$ cat src/rtl/custom_fifo_core.sv
// 16-slot byte FIFO with packet checkpoint/rollback on both write and read pointers.
// fifo_full is measured against the read checkpoint so replayable bytes are never overwritten.
module custom_fifo_core #(
    parameter int DATA_W = 8,
    parameter int ADDR_W = 4
) (
    input  logic              clk,
    input  logic              n_rst,
    input  logic              clear,
    input  logic              write_enable,
    input  logic              write_start,
    input  logic              write_error,
    input  logic [DATA_W-1:0] write_data,
    input  logic              read_enable,
    input  logic              read_start,
    input  logic              read_error,
    output logic [DATA_W-1:0] read_data,
    output logic              fifo_empty,
    output logic              fifo_full
);

    localparam int DEPTH = 1 << ADDR_W;

    logic [DATA_W-1:0] mem [DEPTH];
    logic [ADDR_W-1:0] wptr;
    logic [ADDR_W-1:0] rptr;
    logic [ADDR_W-1:0] wchk;
    logic [ADDR_W-1:0] rchk;
    logic [ADDR_W-1:0] wptr_inc;
    logic [ADDR_W-1:0] rptr_inc;
    logic              do_write;
    logic              do_read;

    assign wptr_inc   = wptr + ADDR_W'(1);
    assign rptr_inc   = rptr + ADDR_W'(1);
    assign fifo_empty = (rptr == wptr);
    assign fifo_full  = (wptr_inc == rchk);

    assign do_write = write_enable && !fifo_full  && !write_error && !clear;
    assign do_read  = read_enable  && !fifo_empty && !read_error  && !clear;

    // Storage is deliberately left unreset.
    always_ff @(posedge clk) begin
        if (do_write) begin
            mem[wptr] <= write_data;
        end
    end

    always_ff @(posedge clk or negedge n_rst) begin
        if (!n_rst) begin
            wptr <= '0;
            wchk <= '0;
        end else if (clear) begin
            wptr <= '0;
            wchk <= '0;
        end else if (write_error) begin
            wptr <= wchk;
        end else begin
            if (write_start) begin
                wchk <= wptr;
            end
            if (do_write) begin
                wptr <= wptr_inc;
            end
        end
    end

    always_ff @(posedge clk or negedge n_rst) begin
        if (!n_rst) begin
            rptr      <= '0;
            rchk      <= '0;
            read_data <= '0;
        end else if (clear) begin
            rptr <= '0;
            rchk <= '0;
        end else if (read_error) begin
            rptr <= rchk;
        end else begin
            if (read_start) begin
                rchk <= rptr;
            end
            if (do_read) begin
                read_data <= mem[rptr];
                rptr      <= rptr_inc;
            end
        end
    end

endmodule

$ cat config.mk
export PLATFORM = sky130hd
export DESIGN_NAME = custom_fifo_core
export DESIGN_NICKNAME = d
export VERILOG_FILES = /design/src/rtl/custom_fifo_core.sv
export SDC_FILE = /design/constraint.sdc
export NUM_CORES = 1
export LEC_CHECK = 0
export BUFFER_PORTS_ARGS = -buffer_cell sky130_fd_sc_hd__buf_2
export CORE_MARGIN = 8
export CORE_UTILIZATION = 38
export CTS_CLUSTER_DIAMETER = 50
export DETAILED_ROUTE_END_ITERATION = 7
export GPL_ROUTABILITY_DRIVEN = 0
export GPL_TIMING_DRIVEN = 0
export PLACE_DENSITY = 0.63
export REMOVE_ABC_BUFFERS = 1
export SLEW_MARGIN = 30
export SYNTH_ARGS = -nofsm -noshare
export SYNTH_HDL_FRONTEND = slang
export SYNTH_SLANG_ARGS = --single-unit
$ cat constraint.sdc
create_clock -name clk -period 2.55 [get_ports clk]
set_input_delay 0.255 -clock clk [delete_from_list [all_inputs] [get_ports clk]]
set_output_delay 0.255 -clock clk [all_outputs]
set_load 0.02 [all_outputs]
# ---- Word level (Yosys, flattened, before mapping)
# Memory sizes are Yosys's and may differ from the RTL's. A register that Yosys moved wholly into a read port is not among the register bits.
# Cells that the tools add are included.
dict set report totals {
  mem_count 1
  ramBits 128
  reg_bits 16
  out_inout_bits 10
  in_bits 17
}
dict set report op_classes {
  n_addsub 2
  bitwise_logic 2
  n_eq_ne 4
  n_mux 14
  reduce_logical 19
}
# memory depth word_bits read_ports rd_clocked_by_memory_dff write_ports line_no
set mem_list {}
lappend mem_list {mem 16 8 1 1 1 24} ;# logic [DATA_W-1:0] mem [DEPTH];
# operator count
set ops {}
lappend ops {{4-bit 2-to-1 mux} 12}
lappend ops {{4-bit by 1-bit adder with 4-bit output (second input constant)} 2}
lappend ops {{4-bit equality test} 2}
lappend ops {{1-bit logical AND} 6}
lappend ops {{1-bit zero test} 6}
lappend ops {{3-bit nonzero test} 2}
lappend ops {{2-bit != test (second input constant)} 2}
lappend ops {{2-bit AND reduction} 2}
lappend ops {{2-bit nonzero test} 2}
lappend ops {{3-bit AND reduction} 1}
lappend ops {{1-bit 2-to-1 mux} 2}
lappend ops {{1-bit NOT} 2}

# ---- Longest topological paths before layout
dict set report logic_depth {
  ltp_word 9
  mapped_depth 8
  mapped_depth_nobuf 6
}

# ---- Least setup slack after synthesis
# Ideal clock, no wire load.
dict set report synth_path {
  path_type {register to register}
  start {reg wptr[0]}
  end {mem mem[3][0], enable pin}
  t_arrival_ns 2.253
  stages_incl_launch_ff 9
  slack_ns -0.086
  t_required_ns 2.167
  cell_sequence {dfrtp_1 > buf_2 > inv_1 > ha_1 > xnor2_1 > nand3_1 > clkbuf_1 > o211ai_1 > nor3_1}
}
dict set report synth_between {
  elab_chain_cells 8
}
# item line_no
set synth_rtl {}
lappend synth_rtl {{start, declared} 25} ;# logic [ADDR_W-1:0] wptr;
lappend synth_rtl {{start signal, assigned} 57} ;# wptr <= wchk;
lappend synth_rtl {{start signal, assigned} 63} ;# wptr <= wptr_inc;
lappend synth_rtl {{4-bit by 1-bit adder with 4-bit output} 34} ;# assign wptr_inc = wptr + ADDR_W'(1);
lappend synth_rtl {{4-bit equality test} 37} ;# assign fifo_full = (wptr_inc == rchk);
lappend synth_rtl {{1-bit zero test} 39} ;# assign do_write = write_enable && !fifo_full && !write_error && !clear;
lappend synth_rtl {{1-bit logical AND (3 in series)} 39}
lappend synth_rtl {{1-bit 2-to-1 mux} 44} ;# if (do_write) begin
lappend synth_rtl {{1-bit 2-to-1 mux (not written as such)} 45} ;# mem[wptr] <= write_data;
lappend synth_rtl {{end, declared} 24}
# Parallel ways exist; a longest one is shown, timed or not.

# ---- Worst setup path in the final report
dict set report layout_path {
  start {reg wptr[2]}
  end {mem mem[3][0], enable pin}
}
# The elaborated chain is that of the path after synthesis.

==> flow_summary_export.csv <==
group,metric,value,unit
layout,final_area,7540,µm²
run_status,outcome,"finished clean",
sta,fmax,428,MHz
sta,hold_viol,0,
worst_setup_path,path_common_cell,"buf_4",
global_routing,grt_pass1_wl,20700,µm
floorplan,die_w,145,µm
placement,dpl_cell_area,6720,µm²
placement,portBuffers,26,
worst_setup_path,critical_path.max_fanout,14,
worst_setup_path,worst_ep_arrival_time,2460,ps
layout,final_nets,424,
worst_setup_path,crit_slowest_cell,"dfrtp_2",
global_routing,track_usage,12.8,%
cts,ctsLongestPathBuffers,2,
layout,syn_to_final_growth,19.0,%
sta,finalSetupViolCount,0,
floorplan,die-area,21100,µm²
sta,fin_worst_skew,6.45,ps
drt,dr.pass1.iters,4,
logic_synthesis,ys_ff_latch,152,
worst_setup_path,cp_num_buf_inv,2,
global_routing,overflow,0,
global_routing,grt_max_degree,29,
layout,mostFrequentLayoutCells,"edfxtp_1 (128), mux4_2 (32), buf_2 (26)",
layout,layout_commonest_cell,"edfxtp_1",
worst_setup_path,critPathCaptureType,"register",
sta,rsz0062_at_grt,"false",
layout,fillers,1432,
placement,place_hpwl,8050,µm
cts,cts_made_buffers,17,
power_and_ir_drop,p_per_area,766,nW/µm²
logic_synthesis,postSynthAreaPerCell,17.6,µm²
logic_synthesis,synth.distinct_cells,42,
logic_synthesis,synthCells,360,
sta,totalNegativeSetupSlack,0,ps
flow_run,maxCapViolations,0,
drt,dr_total_vias,3317,
floorplan,die_height,145,µm
worst_setup_path,worstSetupPathType,"reg -> reg",
floorplan,core_area,16500,µm²
sta,tightest_slew,791,ps
drt,wire_per_inst,20.5,µm
logic_synthesis,synthFlopType,"edfxtp_1",
sta,holdWs,188,ps
global_routing,grt_pass1_vias,3535,
sta,finalCriticalPeriod,2340,ps
worst_setup_path,crit_required,2680,ps
sta,relSlewSlack,47.2,%
logic_synthesis,synth_edf_count,128,
worst_setup_path,crit_chain,"nand3_1 > xnor2_2 > o211ai_1 > buf_4 > nor3_4 > buf_4",
floorplan,num_rows,47,
drt,wl,13000,µm
cts,path_clk_slew,60,ps
worst_setup_path,crit_family,"flip-flops",
logic_synthesis,async_flop_share,15.8,%
worst_setup_path,startpoint_type,"register",
logic_synthesis,yosys_warnings,0,
drt,drt_iter0_markers,278,
cts,cts-root-buf,"clkbuf_16",
power_and_ir_drop,irDropWorstVdd,0.594,mV
layout,antenna_cells,0,
cts,htree_levels,4,
logic_synthesis,ys_seq_area_share,70.2,%
worst_setup_path,slowest_delay,610,ps
floorplan,initial_utilization,38.5,%
sta,slew_violations,0,
floorplan,ios,27,
drt,antenna_left,0,
cts,clkSinkCount,152,
cts,tritoncts,"yes",
cts,clock_latency,420,ps
global_routing,antenna_found_initial,0,
drt,drc,0,
hold_path,hp-class,"in -> reg",
power_and_ir_drop,p_leak,2.55,nW
sta,period_share,91.7,%
drt,viasPerCell,5.22,
layout,drive_gt1_share,34.2,%
logic_synthesis,syn-cell-area,6330,µm²
sequential cells by signal, indices dropped and copies added, names as in the netlist:
| name | count |
|---|---|
| rchk | 4 |
| wchk | 4 |
| mem | 128 |
| wptr | 4 |
| rptr | 4 |
| read_data | 8 |
timing repair:
| item | CTS | global route |
|---|---|---|
| endpoints found under the hold margin | 24 | 0 |
| cloned | 0 | 0 |
| resized for setup | 31 | 4 |
| hold buffers | 1 | 0 |
| setup buffers | 10 | 4 |
| setup endpoints to repair | 137 | 35 |
| pin swaps | 7 | 2 |
final timing paths:
check | start | endpoint | slack [ps] | depth (start not counted)
worst min register to register | read_data[5]$_DFFE_PN0P_ | read_data[5]$_DFFE_PN0P_ | 510 | 1
min in group asynchronous | n_rst | wchk[1]$_DFFE_PN0P_ | 380 | 2
worst min-delay path | write_enable | wptr[0]$_DFFE_PN0P_ | 190 | 3
worst max-delay path | wptr[2]$_DFFE_PN0P_ | mem[3][0]$_DFFE_PP_ | 210 | 6
worst max register to register | wptr[2]$_DFFE_PN0P_ | mem[3][0]$_DFFE_PP_ | 210 | 6
max in group asynchronous | n_rst | rptr[0]$_DFFE_PN0P_ | 1720 | 2
worst reg2reg max path, delay by kind of cell, from the launching register on:
family	cells	cell delay, ps
AND/OR/NAND/NOR	2	420
XOR/XNOR	1	430
buffers and inverters	2	410
AO/OA/AOI/OAI	1	180
flip-flops	1	610
area by class of cell:
| class | count | area (µm²) | share of cell area [%] |
|---|---|---|---|
| multi-input cells | 178 | 1900 | 25.2 |
| clock buffers | 17 | 425 | 5.64 |
| clock inverters | 15 | 141 | 1.88 |
| inverters | 9 | 33.8 | 0.448 |
| flip-flops and latches | 152 | 4450 | 59.1 |
| well taps | 220 | 275 | 3.65 |
| repair buffers | 44 | 308 | 4.08 |
per-stage QoR:
stage                     setup slack (ps)  utilization, %  total power [W]  cells
after floorplan                       -576               -          0.00320    339
after global placement               -1370            40.3          0.00338    585
after detailed placement              -496            40.8          0.00340    588
after CTS                           -0.641            45.5          0.00581    631
after global routing                  62.0            45.8          0.00595    635
final                                  212            45.8          0.00578    635
cells by family (layout without fill, tap and decap cells):
group	after synthesis	after routing	synth area share [%]
fa+ha+maj	5	5	0.988
simple gates	77	77	5.73
xor+xnor	10	10	1.96
mux	44	44	13.9
compound gates	42	42	5.00
buf+inv	30	85	2.25
flops	152	152	70.2
layer usage:
metal / GRT usage (%) / vias up / wire length [µm]
met5: 0 / - / 0
met4: 5.00 / 0 / 164
met3: 2.71 / 15 / 428
met2: 20.5 / 65 / 6480
met1: 16.8 / 1733 / 5960
li1: - / 1504 / -
power by group:
part           internal (W)  switching (W)  total (W)
clock               0.00136        0.00105    0.00241
combinational      0.000246       0.000292   0.000538
sequential          0.00276      0.0000660    0.00283
Yosys cell counts, drive strengths merged, types with 3 or more instances:
master | n | share of area [%]
inv | 9 | 0.53
a22oi | 16 | 1.9
nor3 | 6 | 0.47
mux2 | 8 | 1.9
ha | 5 | 0.99
or3 | 4 | 0.40
and3 | 3 | 0.30
nand2 | 22 | 1.3
buf | 10 | 1.1
nand3 | 4 | 0.32
mux2i | 4 | 0.63
edfxtp | 128 | 61
a21oi | 6 | 0.47
mux4 | 32 | 11
nor2 | 24 | 1.4
xor2 | 7 | 1.3
nor2b | 4 | 0.40
o211ai | 5 | 0.59
dfrtp | 24 | 9.5
clkbuf | 11 | 0.65
o21ai | 4 | 0.32
No activity file was read; power rests on OpenSTA's default activity.
